[config.mk]
export PLATFORM = sky130hd
export DESIGN_NAME = gray_count_reader
export DESIGN_NICKNAME = d
export VERILOG_FILES = /design/src/rtl/gray_pkg.sv /design/src/rtl/gray_sync.sv /design/src/rtl/gray_count_reader.sv
export SDC_FILE = /design/constraint.sdc
export NUM_CORES = 1
export LEC_CHECK = 0
export ABC_AREA = 1
export CORE_MARGIN = 5
export CORE_UTILIZATION = 32
export DETAILED_ROUTE_END_ITERATION = 16
export PLACE_DENSITY = 0.56
export SYNTH_ARGS = -nofsm -noshare
export SYNTH_HDL_FRONTEND = slang
export SYNTH_SLANG_ARGS = --single-unit
[constraint.sdc]
create_clock -name clk_master -period 3.8 [get_ports clk_master]
set_input_delay 1.14 -clock clk_master [delete_from_list [all_inputs] [get_ports clk_master]]
set_output_delay 1.14 -clock clk_master [all_outputs]
set_load 0.01 [all_outputs]
[src/rtl/gray_pkg.sv]
// Shared definitions for Gray counter readers.
//   reader_state_t : capture FSM states (IDLE, CONV, PRESENT)
//   gray2bin       : reflected-Gray to binary conversion on a 32-bit container
//   multi_bit      : true when more than one bit of the argument is set
// Readers narrower than 32 bits zero-extend into these helpers and truncate
// the result, so W may be anything from 2 to GRAY_MAX_W.
package gray_pkg;

  localparam int GRAY_MAX_W = 32;

  typedef enum logic [1:0] {
    IDLE,
    CONV,
    PRESENT
  } reader_state_t;

  // Zero upper bits stay zero through the prefix XOR, so a zero-extended
  // narrow code converts correctly in its low bits.
  function automatic logic [GRAY_MAX_W-1:0] gray2bin(input logic [GRAY_MAX_W-1:0] g);
    logic [GRAY_MAX_W-1:0] b;
    b[GRAY_MAX_W-1] = g[GRAY_MAX_W-1];
    for (int i = GRAY_MAX_W - 2; i >= 0; i--) begin
      b[i] = b[i+1] ^ g[i];
    end
    return b;
  endfunction

  // Clearing the lowest set bit leaves something only if two or more were set.
  function automatic logic multi_bit(input logic [GRAY_MAX_W-1:0] x);
    return (x & (x - GRAY_MAX_W'(1))) != '0;
  endfunction

endpackage

[src/rtl/gray_sync.sv]
// Multi-stage flop synchronizer for a W-bit Gray bus.
//   clk_master : destination clock
//   rstb       : asynchronous active-low reset, clears every stage
//   d          : Gray code from the source domain
//   q          : synchronized Gray code, STAGES cycles behind d
// Bit-wise synchronizing is safe only because at most one bit of a Gray
// count changes per source step.
module gray_sync #(
  parameter int W      = 8,
  parameter int STAGES = 2
) (
  input  logic         clk_master,
  input  logic         rstb,
  input  logic [W-1:0] d,
  output logic [W-1:0] q
);

  logic [W-1:0] chain [STAGES];

  always_ff @(posedge clk_master or negedge rstb) begin
    if (!rstb) begin
      for (int i = 0; i < STAGES; i++) begin
        chain[i] <= '0;
      end
    end else begin
      chain[0] <= d;
      for (int i = 1; i < STAGES; i++) begin
        chain[i] <= chain[i-1];
      end
    end
  end

  assign q = chain[STAGES-1];

endmodule

[src/rtl/gray_count_reader.sv]
// Reader end of the Gray counter tree.
// Synchronizes the free-running Gray count, captures it on sample_req,
// converts the capture to binary and reports the modulo-2^W delta since the
// previous capture over a valid/ready handshake. Sticky flags report illegal
// multi-bit Gray steps and requests that arrive while a result is in flight.
//   clk_master, rstb       : clock and asynchronous active-low reset
//   gray_in                : Gray count, asynchronous to clk_master
//   sample_req             : one-cycle capture request
//   dout_ready             : consumer takes the presented result
//   err_clr                : clears gray_err and overrun (a same-cycle set wins)
//   bin_out, delta_out     : captured binary value and delta to previous capture
//   dout_valid             : bin_out/delta_out are presented
//   gray_err, overrun      : sticky error flags
module gray_count_reader
  import gray_pkg::*;
#(
  parameter int W           = 8,
  parameter int SYNC_STAGES = 2
) (
  input  logic         clk_master,
  input  logic         rstb,
  input  logic [W-1:0] gray_in,
  input  logic         sample_req,
  input  logic         dout_ready,
  input  logic         err_clr,
  output logic [W-1:0] bin_out,
  output logic [W-1:0] delta_out,
  output logic         dout_valid,
  output logic         gray_err,
  output logic         overrun
);

  reader_state_t state, next_state;

  logic [W-1:0] sync_g;
  logic [W-1:0] prev_sync;
  logic [W-1:0] cap_gray;
  logic [W-1:0] last_bin;
  logic [W-1:0] conv_bin;

  logic load_cap;
  logic load_result;
  logic drop_valid;
  logic req_dropped;
  logic step_bad;

  gray_sync #(
    .W      (W),
    .STAGES (SYNC_STAGES)
  ) u_sync (
    .clk_master (clk_master),
    .rstb       (rstb),
    .d          (gray_in),
    .q          (sync_g)
  );

  assign conv_bin = W'(gray2bin(GRAY_MAX_W'(cap_gray)));
  assign step_bad = multi_bit(GRAY_MAX_W'(sync_g ^ prev_sync));

  always_ff @(posedge clk_master or negedge rstb) begin
    if (!rstb) begin
      state <= IDLE;
    end else begin
      state <= next_state;
    end
  end

  // A request is honoured only in IDLE or when the presented result is being
  // accepted in the same cycle; anywhere else it is dropped and flagged.
  always_comb begin
    next_state  = state;
    load_cap    = 1'b0;
    load_result = 1'b0;
    drop_valid  = 1'b0;
    req_dropped = 1'b0;
    case (state)
      IDLE: begin
        if (sample_req) begin
          load_cap   = 1'b1;
          next_state = CONV;
        end
      end
      CONV: begin
        load_result = 1'b1;
        req_dropped = sample_req;
        next_state  = PRESENT;
      end
      PRESENT: begin
        if (dout_ready) begin
          drop_valid = 1'b1;
          if (sample_req) begin
            load_cap   = 1'b1;
            next_state = CONV;
          end else begin
            next_state = IDLE;
          end
        end else begin
          req_dropped = sample_req;
        end
      end
      default: next_state = IDLE;
    endcase
  end

  always_ff @(posedge clk_master or negedge rstb) begin
    if (!rstb) begin
      prev_sync  <= '0;
      cap_gray   <= '0;
      last_bin   <= '0;
      bin_out    <= '0;
      delta_out  <= '0;
      dout_valid <= 1'b0;
    end else begin
      prev_sync <= sync_g;
      if (load_cap) begin
        cap_gray <= sync_g;
      end
      if (load_result) begin
        bin_out    <= conv_bin;
        delta_out  <= conv_bin - last_bin;
        last_bin   <= conv_bin;
        dout_valid <= 1'b1;
      end else if (drop_valid) begin
        dout_valid <= 1'b0;
      end
    end
  end

  // Set has priority over err_clr so an event in the clearing cycle is kept.
  always_ff @(posedge clk_master or negedge rstb) begin
    if (!rstb) begin
      gray_err <= 1'b0;
      overrun  <= 1'b0;
    end else begin
      if (step_bad) begin
        gray_err <= 1'b1;
      end else if (err_clr) begin
        gray_err <= 1'b0;
      end
      if (req_dropped) begin
        overrun <= 1'b1;
      end else if (err_clr) begin
        overrun <= 1'b0;
      end
    end
  end

endmodule

==> summary.md <==
| Metric | Value |
|---|---|
| Fraction of layout cells with a size suffix above 1 | 0.100 |
| Netlist Area Pre-Place | 2360 µm² |
| Crit. End Element | flip-flop |
| Synth Register Bits | 53 |
| Worst rel slew slack | 0.518 |
| Initial antenna violation count | 0 |
| Final worst-path cycle share | 0.758 |
| Status | finished clean |
| Max-cap violation count | 0 |
| Yosys warnings | 0 |
| Met2 Resource Use GR | 0.176 |
| Ant. Diodes | 0 |
| All-Layer GR Usage | 0.101 |
| Power per cell area | 923 nW/µm² |
| Clock skew | 0.00971 ns |
| Post-synthesis adder-cell area fraction | 0.0669 |
| Cts hold-fix bufs | 0 |
| Vias per inst | 4.23 |
| HP Class | flip-flop to flip-flop |
| # rows | 31 |
| Num CTS Buffers | 5 |
| Clock Tree Root | clkbuf_8 |
| Final core utilization | 0.400 |
| Global-route wire length before repair | 7230 µm |
| RD Place Congestion | 0.876 |
| Post-route setup TNS | 0 ns |
| Starting Density | 0.327 |
| Via Count | 1600 |
| Placed inst area | 2780 µm² |
| Post-synthesis mux area share | 0 |
| Vias in the first global route | 1617 |
| Reg2Reg Launch Point | cap_gray[7] |
| Critical setup path kind | flip-flop to flip-flop |
| CTS tree | done |
| Mapped Avg Cell Area | 9.74 µm² |
| Worst Path Max Fanout | 5 |
| Clock Latency Late Sink | 0.31 ns |
| Routed wire per std cell | 10.8 µm |
| I/O Buffers | 31 |
| Multi-input logic area | 892 µm² |
| Flop2flop setup slack | 0.92 ns |
| Max Clock Freq | 347 MHz |
| # fillers | 738 |
| Dpl hpwl | 3130 µm |
| Simple-gate share of the synthesized area | 0.175 |
| Routing usage on met1 | 0.121 |
| Resized cells post-CTS | 0 |
| Reg area | 1330 µm² |
| Die Area | 9180 µm² |
| Post-route ant nets | 0 |
| DRC marker count from the first detailed-route iteration | 77 |
| Setup crit start kind | flip-flop |
| Post-route design area | 2880 µm² |
| Clk pin slew, worst setup/hold paths | 0.10 ns |
| Router iterations before antenna repair | 4 |
| Hold Path Stages | 0 |
| Syn Nets | 267 |
| Die height | 95.8 µm |
| Global route overflow | 0 |
| DRC violations left | 0 |
| Synth Instances | 242 |
| GR peak layer | met2 |
| Arrival @ worst endpoint | 3.11 ns |
| RSZ-0062 raised after global routing | false |
| Synth Area in XOR/XNOR | 0.0409 |
| Peak supply drop | 0.278 mV |
| Synth-to-Final Area Change | 22.3% |
| Synth cell types | 24 |
| Min-delay src | u_sync.chain[14] |
| Post-CTS Setup Bufs | 0 |
| Core ar. | 7210 µm² |
| Combinational family with the most area after synthesis | simple AND/OR/NAND/NOR gates |
| Nets | 303 |
| Final setup viols | 0 |
| IO Count | 32 |
| Clock Tree Buf Depth | 2 |
| Fin Hold WS | 0.353 ns |
| Post-synthesis compound-gate area fraction | 0.0955 |
| Die X-Extent | 95.8 µm |
| H-tree lvl count | 2 |
| WL final | 4100 µm |
| Hold Vio Cnt, Final | 0 |
| Register area share after synthesis | 0.563 |
| FF-to-FF End | delta_out[6] |
| Max Slew Vio Count | 0 |
| Met3 Use GR | 0.0274 |
| Req. time, crit path | 4.03 ns |
| WHS Endpoint | u_sync.q[6] |
| Largest net degree at the start of global routing | 34 |
| Worst slew pin tran | 0.723 ns |
| Clk sink count | 53 |
| Worst reg-to-reg path cell count | 21 |
| Final min period | 2.88 ns |
| Pleak | 1.37 nW |
final cells by class:
class	instances	share of cell area
Clock buffer	6	0.0286
Clock inverter	2	0.00608
Inverter	32	0.0417
Multi-Input combinational cell	153	0.309
Sequential cell	53	0.460
Tap cell	99	0.0430
Timing Repair Buffer	33	0.111
power breakdown:
group | switching [mW] | total (mW) | internal, mW
logic | 0.849 | 1.48 | 0.630
registers | 0.116 | 0.843 | 0.727
clock network | 0.189 | 0.340 | 0.152
total | 1.15 | 2.66 | 1.51
kinds of logic (layout without fill, tap and decap cells):
kind of cell	after synthesis	after routing
DFF	53	53
adders and majority gates	12	12
xor gates and xnor gates	11	11
AOI/OAI and AO/OA	42	42
and+or+nand+nor	88	88
buffers and inverters	36	73
state kept, by name, summed over array words and instances, names as in the netlist:
signal and count:
prev_sync 8, delta_out 8, state 2, gray_err 1, u_sync.q 8, overrun 1, cap_gray 8, last_bin 8
u_sync.chain 8, dout_valid 1
per-layer routing:
layer,vias up,part of all wire
met4,0,0.0083
li1,848,-
met2,30,0.47
met5,-,0
met3,4,0.048
met1,718,0.47
cell usage in the layout, fill, tap and decap left out, types with 9 or more instances in the layout:
cell / count
ha_1: 11
clkdlybuf4s50_1: 30
nand3_1: 9
xor2_1: 9
dfrtp_1: 53
inv_1: 31
nand2_1: 45
o21ai_0: 19
a21oi_1: 15
nor2_1: 16
synthesized netlist by cell type (all sizes together):
library cell,count,share of area
dfrtp,53,0.56
nand2,53,0.093
inv,32,0.051
o21ai,21,0.046
nand3,16,0.049
nor2,16,0.025
a21oi,15,0.032
ha,11,0.058
xor2,9,0.033
clkbuf,4,0.0080
nand4,2,0.0053
o211ai,2,0.0064
o22ai,2,0.0053
xnor2,2,0.0074
a31oi,1,0.0027
fa,1,0.0085
o31ai,1,0.0032
or2,1,0.0027
metrics by stage:
stage,power [mW],std cells,worst slack (ns)
2_1_floorplan,1.91,242,1.19
3_3_place_gp,2.34,370,1.00
3_5_place_dp,2.36,370,0.910
4_1_cts,2.71,378,0.877
5_1_grt,2.95,378,0.589
6_report,2.66,378,0.920
how the worst max path moves through the flow:
stage	startpoint	end	slack, ns	cells past startpoint
2_1_floorplan	cap_gray[7]	delta_out[6]	1.19	20
5_1_grt	cap_gray[6]	delta_out[6]	0.59	22
3_5_place_dp	cap_gray[7]	delta_out[6]	0.91	21
3_3_place_gp	cap_gray[7]	delta_out[6]	1.00	19
4_1_cts	cap_gray[7]	delta_out[6]	0.88	21
6_report	cap_gray[7]	delta_out[6]	0.92	21
critical path, cell delays in order (launching register included):
cell	delay [ns]
dfrtp_1	0.45
inv_2	0.07
nand2_1	0.07
nand3_2	0.09
nand2_2	0.12
nand2_1	0.07
nand3_2	0.09
nand2_2	0.08
nand2_2	0.08
nand3_1	0.12
nand3_2	0.11
nand2_1	0.05
ha_1	0.20
fa_1	0.40
o21ai_0	0.18
nand2_1	0.07
nand2_1	0.07
nand2_1	0.07
nand2_1	0.06
a21oi_1	0.07
xor2_1	0.14
o21ai_0	0.14
Note: power is estimated with default switching activity, not from simulation.
